`src/rtl/uart_tx_arbiter_pkg.sv`:
```
// Shared types and helpers for the UART transmit arbiter and related bus arbiters.
package uart_arb_pkg;

  // Arbiter FSM states; the numeric encoding is fixed so it can be
  // observed and decoded on a debug bus.
  typedef enum logic [1:0] {
    IDLE      = 2'd0,
    ISSUE     = 2'd1,
    WAIT_DONE = 2'd2,
    RELEASE   = 2'd3
  } arb_state_e;

  localparam int ARB_STATE_W = 2;

  // Index width for a requester vector; never returns zero, so a
  // two-requester arbiter still gets a one-bit pointer.
  function automatic int clog2_safe(input int n);
    if (n <= 2) begin
      return 1;
    end
    return $clog2(n);
  endfunction

endpackage

```
`src/rtl/uart_tx_arbiter_rr_pick.sv`:
```
// Combinational round-robin selector: finds the first set request bit
// starting at rr_ptr_i and wrapping modulo NUM_REQ.
module rr_pick
  import uart_arb_pkg::*;
#(
  parameter int NUM_REQ = 4,
  parameter int IDX_W   = clog2_safe(NUM_REQ)
) (
  input  logic [NUM_REQ-1:0] req_i,
  input  logic [IDX_W-1:0]   rr_ptr_i,
  output logic               valid_o,
  output logic [IDX_W-1:0]   idx_o
);

  // Walk the requesters in priority order beginning at the pointer; the
  // wrap is done by subtraction so non-power-of-two counts work too.
  always_comb begin
    int             cand;
    logic [IDX_W-1:0] cand_idx;
    logic           found;
    valid_o  = 1'b0;
    idx_o    = '0;
    cand     = 0;
    cand_idx = '0;
    found    = 1'b0;
    for (int off = 0; off < NUM_REQ; off++) begin
      cand = int'(rr_ptr_i) + off;
      if (cand >= NUM_REQ) begin
        cand = cand - NUM_REQ;
      end
      cand_idx = IDX_W'(cand);
      if (!found && req_i[cand_idx]) begin
        found = 1'b1;
        idx_o = cand_idx;
      end
    end
    valid_o = found;
  end

endmodule

```
`src/rtl/uart_tx_arbiter.sv`:
```
// Shares one uart_tx among several byte producers: round-robin grant,
// byte latch, one-cycle send strobe, completion ack and a watchdog that
// frees the transmitter if tx_done never arrives.
module uart_tx_arbiter
  import uart_arb_pkg::*;
#(
  parameter int NUM_REQ        = 4,
  parameter int DATA_LEN       = 8,
  parameter int TIMEOUT_CYCLES = 30000
) (
  input  logic                         clk,
  input  logic                         reset,
  input  logic [NUM_REQ-1:0]           req_i,
  input  logic [NUM_REQ*DATA_LEN-1:0]  req_data_i,
  output logic [NUM_REQ-1:0]           grant_o,
  output logic [NUM_REQ-1:0]           ack_o,
  output logic                         err_o,
  output logic                         send_sig_o,
  output logic [DATA_LEN-1:0]          tx_byte_o,
  input  logic                         tx_busy_i,
  input  logic                         tx_done_i
);

  localparam int IDX_W = clog2_safe(NUM_REQ);
  localparam int WD_W  = $clog2(TIMEOUT_CYCLES + 1);

  localparam logic [IDX_W-1:0] LAST_IDX = IDX_W'(NUM_REQ - 1);
  localparam logic [WD_W-1:0]  WD_LIMIT = WD_W'(TIMEOUT_CYCLES - 1);
  localparam logic [NUM_REQ-1:0] ONE_HOT0 = NUM_REQ'(1);

  arb_state_e state_q, state_d;

  logic [NUM_REQ-1:0]  grant_q, grant_d;
  logic [NUM_REQ-1:0]  ack_q, ack_d;
  logic                err_q, err_d;
  logic                send_q, send_d;
  logic [DATA_LEN-1:0] tx_byte_q, tx_byte_d;
  logic [IDX_W-1:0]    rr_ptr_q, rr_ptr_d;
  logic [IDX_W-1:0]    idx_q, idx_d;
  logic [WD_W-1:0]     wd_cnt_q, wd_cnt_d;

  logic                pick_valid;
  logic [IDX_W-1:0]    pick_idx;
  logic [IDX_W-1:0]    next_ptr;
  logic [DATA_LEN-1:0] req_bytes [NUM_REQ];

  rr_pick #(
    .NUM_REQ (NUM_REQ),
    .IDX_W   (IDX_W)
  ) u_rr_pick (
    .req_i    (req_i),
    .rr_ptr_i (rr_ptr_q),
    .valid_o  (pick_valid),
    .idx_o    (pick_idx)
  );

  // Split the flat requester data bus into one byte per requester.
  always_comb begin
    for (int i = 0; i < NUM_REQ; i++) begin
      req_bytes[i] = req_data_i[i*DATA_LEN +: DATA_LEN];
    end
  end

  // Pointer just past the current owner, so it drops to lowest priority.
  assign next_ptr = (idx_q == LAST_IDX) ? '0 : idx_q + IDX_W'(1);

  // Next-state and registered-output logic; pulses default low every cycle.
  always_comb begin
    state_d   = state_q;
    grant_d   = grant_q;
    ack_d     = '0;
    err_d     = 1'b0;
    send_d    = 1'b0;
    tx_byte_d = tx_byte_q;
    rr_ptr_d  = rr_ptr_q;
    idx_d     = idx_q;
    wd_cnt_d  = wd_cnt_q;
    unique case (state_q)
      IDLE: begin
        if (pick_valid) begin
          grant_d   = ONE_HOT0 << pick_idx;
          tx_byte_d = req_bytes[pick_idx];
          idx_d     = pick_idx;
          wd_cnt_d  = '0;
          state_d   = ISSUE;
        end
      end
      ISSUE: begin
        if (!tx_busy_i) begin
          send_d  = 1'b1;
          state_d = WAIT_DONE;
        end
      end
      WAIT_DONE: begin
        wd_cnt_d = wd_cnt_q + WD_W'(1);
        if (tx_done_i) begin
          ack_d    = ONE_HOT0 << idx_q;
          grant_d  = '0;
          rr_ptr_d = next_ptr;
          state_d  = RELEASE;
        end else if (wd_cnt_q == WD_LIMIT) begin
          err_d    = 1'b1;
          grant_d  = '0;
          rr_ptr_d = next_ptr;
          state_d  = RELEASE;
        end
      end
      RELEASE: begin
        state_d = IDLE;
      end
      default: begin
        state_d = IDLE;
      end
    endcase
  end

  // State and output registers; reset drops any transfer in flight.
  always_ff @(posedge clk or posedge reset) begin
    if (reset) begin
      state_q   <= IDLE;
      grant_q   <= '0;
      ack_q     <= '0;
      err_q     <= 1'b0;
      send_q    <= 1'b0;
      tx_byte_q <= '0;
      rr_ptr_q  <= '0;
      idx_q     <= '0;
      wd_cnt_q  <= '0;
    end else begin
      state_q   <= state_d;
      grant_q   <= grant_d;
      ack_q     <= ack_d;
      err_q     <= err_d;
      send_q    <= send_d;
      tx_byte_q <= tx_byte_d;
      rr_ptr_q  <= rr_ptr_d;
      idx_q     <= idx_d;
      wd_cnt_q  <= wd_cnt_d;
    end
  end

  assign grant_o    = grant_q;
  assign ack_o      = ack_q;
  assign err_o      = err_q;
  assign send_sig_o = send_q;
  assign tx_byte_o  = tx_byte_q;

endmodule

```
`config.mk`:
```
export PLATFORM = sky130hd
export DESIGN_NAME = uart_tx_arbiter
export DESIGN_NICKNAME = d
export VERILOG_FILES = /design/src/rtl/uart_tx_arbiter_pkg.sv /design/src/rtl/uart_tx_arbiter_rr_pick.sv /design/src/rtl/uart_tx_arbiter.sv
export SDC_FILE = /design/constraint.sdc
export NUM_CORES = 1
export LEC_CHECK = 0
export ABC_AREA = 1
export CAP_MARGIN = 20
export CORE_MARGIN = 10
export CORE_UTILIZATION = 40
export DETAILED_ROUTE_END_ITERATION = 10
export PLACE_DENSITY = 0.65
export SLEW_MARGIN = 10
export SYNTH_ARGS = -nofsm -noshare
export SYNTH_HDL_FRONTEND = slang
export SYNTH_HIERARCHICAL = 1
export SYNTH_SLANG_ARGS = --single-unit
```
`constraint.sdc`:
```
create_clock -name clk -period 1.7 [get_ports clk]
set_input_delay 0.34 -clock clk [delete_from_list [all_inputs] [get_ports clk]]
set_output_delay 0.34 -clock clk [all_outputs]
set_load 0.01 [all_outputs]
```
# Yosys cells after proc, flatten, opt, wreduce, memory -nomap -nowiden
# Cells that the tools add are included.
# classes
shift	2
magnitude_cmp	9
muxes	44
eq_ne	8
multipliers	0
reduce_logical	14
addsub	9
div_mod_pow	0
bitwise	1
# ops
cell	count
2-to-1 mux 2 bit	15
case mux 15 bit (2 select lines)	1
2-to-1 mux 4 bit	5
binary-select mux 8 bit (select 2 bit)	1
2-to-1 mux 8 bit	2
adder 15 x 1 -> 15 bit, second input constant	1
equality test 15 bit, second input constant	1
2-to-1 mux 15 bit	1
2-to-1 mux 1 bit	13
greater-or-equal comparator 3 bit, second input constant	4
< comparator 2 x 3 -> 1 bit, second input constant	4
binary-select mux 1 bit (select 2 bit)	4
case mux 2 bit (4 select lines)	1
case mux 4 bit (2 select lines)	1
left shift 1 x 2 -> 4 bit, first input constant	2
subtractor 2 x 1 -> 2 bit, second input constant	4
adder 2 x 2 -> 3 bit, second input constant	2
equality test 2 bit, second input constant	3
AND reduction 2 bit	3
AND reduction 3 bit	2
!= test 2 bit, second input constant	2
nonzero test 2 bit	2
adder 2 x 1 -> 3 bit, second input constant	1
greater-or-equal comparator 2 x 3 -> 1 bit, second input constant	1
7 further kinds	11
# word_totals
output_inout_bits	18
rom_bits	0
ramBits	0
n_memories	0
latch_bits	0
reg_bits	39
elab_cells	96

# Logic depth before layout (Yosys ltp)
# logic_depth
depth_word	18
ltp_mapped	16
depth_no_buf	16

# By module
# Netlist, hierarchy kept.
# by_module_without_submodules
module	n_inst	area_per_inst_um2	cells_each	seq_area_each_um2
uart_tx_arbiter	1	2119.5	287	975.9
rr_pick	1	319.1	59	0.0

# Least setup slack after synthesis
# Ideal clock, no wire load.
# synth_timing
path_type	register -> register
startpoint	register rr_ptr_q[0]
endpoint	register wd_cnt_q[10]
path_buffers	2
arrival_ps	1658
period_less_slack_ps	1783
slack_ps	-83
path_stages_with_launch	12
cell_sequence	dfrtp_1 buf_6 nand2_1 nand2_4 o21ai_1 nand3b_1 nand2_2 nor2_2 inv_1 buf_2 o21ai_0 a21oi_1
# synth_between
elab_chain_len	16
# synth_rtl
element	line_no	source
start: declaration	uart_tx_arbiter.sv:38	logic [IDX_W-1:0] rr_ptr_q, rr_ptr_d;
start signal: assignment	uart_tx_arbiter.sv:136	rr_ptr_q <= rr_ptr_d;
parallel branches: the longest is 13 deep, another holds adder 2 x 1 -> 3 bit	--	
2-to-1 mux 1 bit *	uart_tx_arbiter_rr_pick.sv:32	if (!found && req_i[cand_idx]) begin
via pick_valid	uart_tx_arbiter.sv:42	logic pick_valid;
!= test 2 bit (no line) *	--	
AND reduction 2 bit (no line) *	--	
end signal: assignment	uart_tx_arbiter.sv:138	wd_cnt_q <= wd_cnt_d;
end: declaration	uart_tx_arbiter.sv:40	logic [WD_W-1:0] wd_cnt_q, wd_cnt_d;
# Mark *: on every way through the listed nets, which the timed path passes. The select of a mux whose other input is x is not followed.
# A chain may end at the register's enable or synchronous reset.

# Final worst setup path
# layout_timing
startpoint	register rr_ptr_q[0]
endpoint	register grant_q[3] (netlist: grant_o[3])
# layout_rtl
element	line_no	source
parallel branches: the longest is 13 deep, another holds adder 2 x 1 -> 3 bit	--	
2-to-1 mux 1 bit *	uart_tx_arbiter_rr_pick.sv:32	
via pick_valid	uart_tx_arbiter.sv:42	
!= test 2 bit (no line) *	--	
AND reduction 3 bit (no line) *	--	
end signal: assignment	uart_tx_arbiter.sv:131	grant_q <= grant_d;
end: declaration	uart_tx_arbiter.sv:33	logic [NUM_REQ-1:0] grant_q, grant_d;
# Marks and branches as above.

==> out/results.ini <==
[min_path]
hp-class=in2async

[placement]
dpl_worst_slack_ns=-0.5103
place_inst=497
dp_hpwl_um=4970
place_area_um2=3304
finalWeightedCongestion=0.8350
portBuffers=57

[clock_tree]
clkLatencyLatePin_ns=0.29
cts-root-buf=clkbuf_8
clock_path_buffers=2
cts_tree=yes
h-tree-depth=2
cts.clk_slew.worst_paths_ns=0.08
cts_num_sinks=39
cts_made_buffers=5
cts_hold_buf=0

[layout]
fin_cells=519
finalInstanceArea_um2=3846
regArea_um2=978.4
antenna_cells=0
nFillCells=521
multiInputGateArea_um2=1536
finish.utilization=0.6496
layout-drive-gt1-share=0.2928
finalNetCount=492
area_growth_pct=57.72

[critical_path]
reg2regPathDepth=13
crit_fanout=5
cp-end-kind=flip-flop
arrival_ns=2.19
path_cells=buf_4 > nand2_2 > nand3_2 > nand2_4 > nor2_4 > nand3b_1 > nand2_4 > buf_6 > nor2_4 > inv_2 > buf_6 > buf_4 > o21ai_1
path_delay_family=simple AND/OR/NAND/NOR gates
crit_type=reg2reg
critPathBufInv=5
cp.required_ns=1.93
rr_endpoint=grant_o[3]$_DFFE_PP0P_
rr_startpoint=rr_ptr_q[0]$_DFFE_PP0P_
cp.depth=13
cpPeakStageDelay_ns=0.47
slowest_stage=dfrtp_2
cp-startpoint=rr_ptr_q[0]$_DFFE_PP0P_
crit_path_start_kind=flip-flop
ff2ff_setup_slack_ns=-0.26

[floorplanning]
die_h_um=98.08
rows=28
die_area_um2=9620
io_pins=58
coreArea_um2=5921
initial_core_util=0.4119
die_x_um=98.08

[detailed_routing]
drtIter0Drc=55
drtPass1Iterations=4
postRouteAntennaNets=0
viasPerCell=4.815
wire_per_inst_um=13.57
drt-total-wl_um=7041
drcViolationCount=0
num_vias=2499

[sta]
setup_slack_ns=-0.2631
period_share=1.155
setup_viol=31
whs_ns=0.3935
fmax_mhz=509.4
finalHoldViolCount=0
maxSlewHeadroom=0.7847
min_period_ns=1.963
tightest_slew_ns=0.3230
skew_ns=0.004721
rsz0062_at_grt=true
fin_tns_setup_ns=-5.010
drv_slew=0

[synthesis]
synthCells=346
postSynth.asyncResetShare=1.000
netlist_area_um2=2439
synth-seq-area-share=0.4002
synth-edff-count=0
ys_ff_latch=39
synth_top_cells_by_count=133 x nand2_1, 41 x inv_1, 39 x dfrtp_1
synth_top_area_frac=0.4002
yosys.area.top_type=dfrtp_1
yosys-top-cells-area=dfrtp_1 40%, nand2_1 20%, inv_1 6.3%
synth_area_per_cell_um2=7.048
synth_cell_types=25
synthFlopType=dfrtp_1
yosysMostFrequentCell=nand2_1
syn_nets=395
ys_warn_count=6

[power]
switchingPower_mw=3.216
swShare=0.4459
power.share.clock=0.128
pwr-share-seq=0.193
intPower_mw=3.996
vdd_drop_max_mv=0.9183
pwr-share-comb=0.679
finalPower_mw=7.212
p_per_area_nw_per_um2=1875
leakage_nw=1.821

[outcome]
status=finished, violations left
violations=negative setup slack

[global_routing]
track_usage=0.1394
grt_pass1_vias=2617
antenna_found_initial=0
grt_pass1_wl_um=11450
grt_max_degree=40
overflow=0

[job]
maxCapViolations=0

-- timing repair --
item,CTS,global route
resized for setup,56,39
pin swaps,30,11
buffers inserted,9,7
endpoints found under the setup margin,31,33
gates cloned,2,0
hold endpoints to repair,0,0
-- state kept, by name, indices dropped and copies added (netlist names), 2 cells and up --
name	cells
tx_byte_o	8
rr_ptr_q	2
idx_q	2
state_q	2
grant_o	4
wd_cnt_q	15
ack_o	4
-- logic make-up (layout without fill, tap and decap cells) --
logic type / Yosys count / count (layout) / share of synthesized area
compound gates: 24 / 24 / 0.05439
xor+xnor: 1 / 1 / 0.003592
fa+ha+maj: 9 / 9 / 0.04618
buf+inv: 48 / 144 / 0.07901
flops: 39 / 39 / 0.4002
simple gates: 225 / 227 / 0.4166
-- power by group through the flow --
stage / clock, mW / combinational (mW) / sequential [mW]
global placement: 0 / 3.53 / 1.38
finish: 0.923 / 4.90 / 1.39
floorplan: 0 / 2.15 / 1.40
CTS: 0.939 / 4.38 / 1.39
detailed placement: 0 / 3.57 / 1.39
global route: 0.973 / 5.38 / 1.42
-- worst max path at each step --
stage,endpoint,slack (ns)
floorplan,wd_cnt_q[13]$_DFFE_PP0P_,-0.01
global placement,tx_byte_o[2]$_DFFE_PP0P_,-0.50
detailed placement,tx_byte_o[2]$_DFFE_PP0P_,-0.51
CTS,tx_byte_o[6]$_DFFE_PP0P_,-0.23
global route,grant_o[3]$_DFFE_PP0P_,-0.36
finish,grant_o[3]$_DFFE_PP0P_,-0.26
-- layer usage --
layer  share of wire  vias to the layer above  wire, µm  track usage
met5               0                        -         0            0
met4           0.017                        0       119      0.05257
met3           0.077                        8       545      0.05215
met2            0.50                       61      3534       0.2431
met1            0.40                     1156      2840       0.1493
li1                -                     1274         -            -
-- cell type report --
type                            instances  area share
Clock inverter                          2     0.01561
Clock buffer                            6     0.01887
Tap cell                               75     0.02440
Multi-Input combinational cell        261      0.3995
Inverter                               44     0.04945
Timing Repair Buffer                   92      0.2378
Sequential cell                        39      0.2544
-- cells in the final DEF, fill, tap and decap left out, types with 2 or more instances in the layout --
master	netlist	final
buf_4	1	18
dfrtp_1	39	37
a21oi_2	0	2
bufinv_16	0	2
clkdlybuf4s50_1	0	57
clkbuf_8	0	5
nand2_1	133	109
o21ai_1	4	8
nor2_1	31	28
buf_6	1	15
a21oi_1	8	6
inv_2	3	2
dfrtp_2	0	2
a22oi_2	0	2
inv_1	41	34
nand3_1	18	12
nand3_2	4	9
buf_12	0	2
nor2_4	2	9
nor3_1	4	4
nor2_2	7	5
inv_4	0	6
ha_1	9	8
nand2_2	12	28
a41oi_2	0	2
o21ai_2	0	3
nand2_4	4	11
nand4_1	9	9
-- worst reg2reg max path, cell delays in order, from the launching register on --
cell and delay (ns):
dfrtp_2 0.47, buf_4 0.16, nand2_2 0.07, nand3_2 0.11
nand2_4 0.10, nor2_4 0.05, nand3b_1 0.15, nand2_4 0.11
buf_6 0.14, nor2_4 0.10, inv_2 0.06, buf_6 0.13
buf_4 0.12, o21ai_1 0.12
Power figures use the tool's default switching activity.
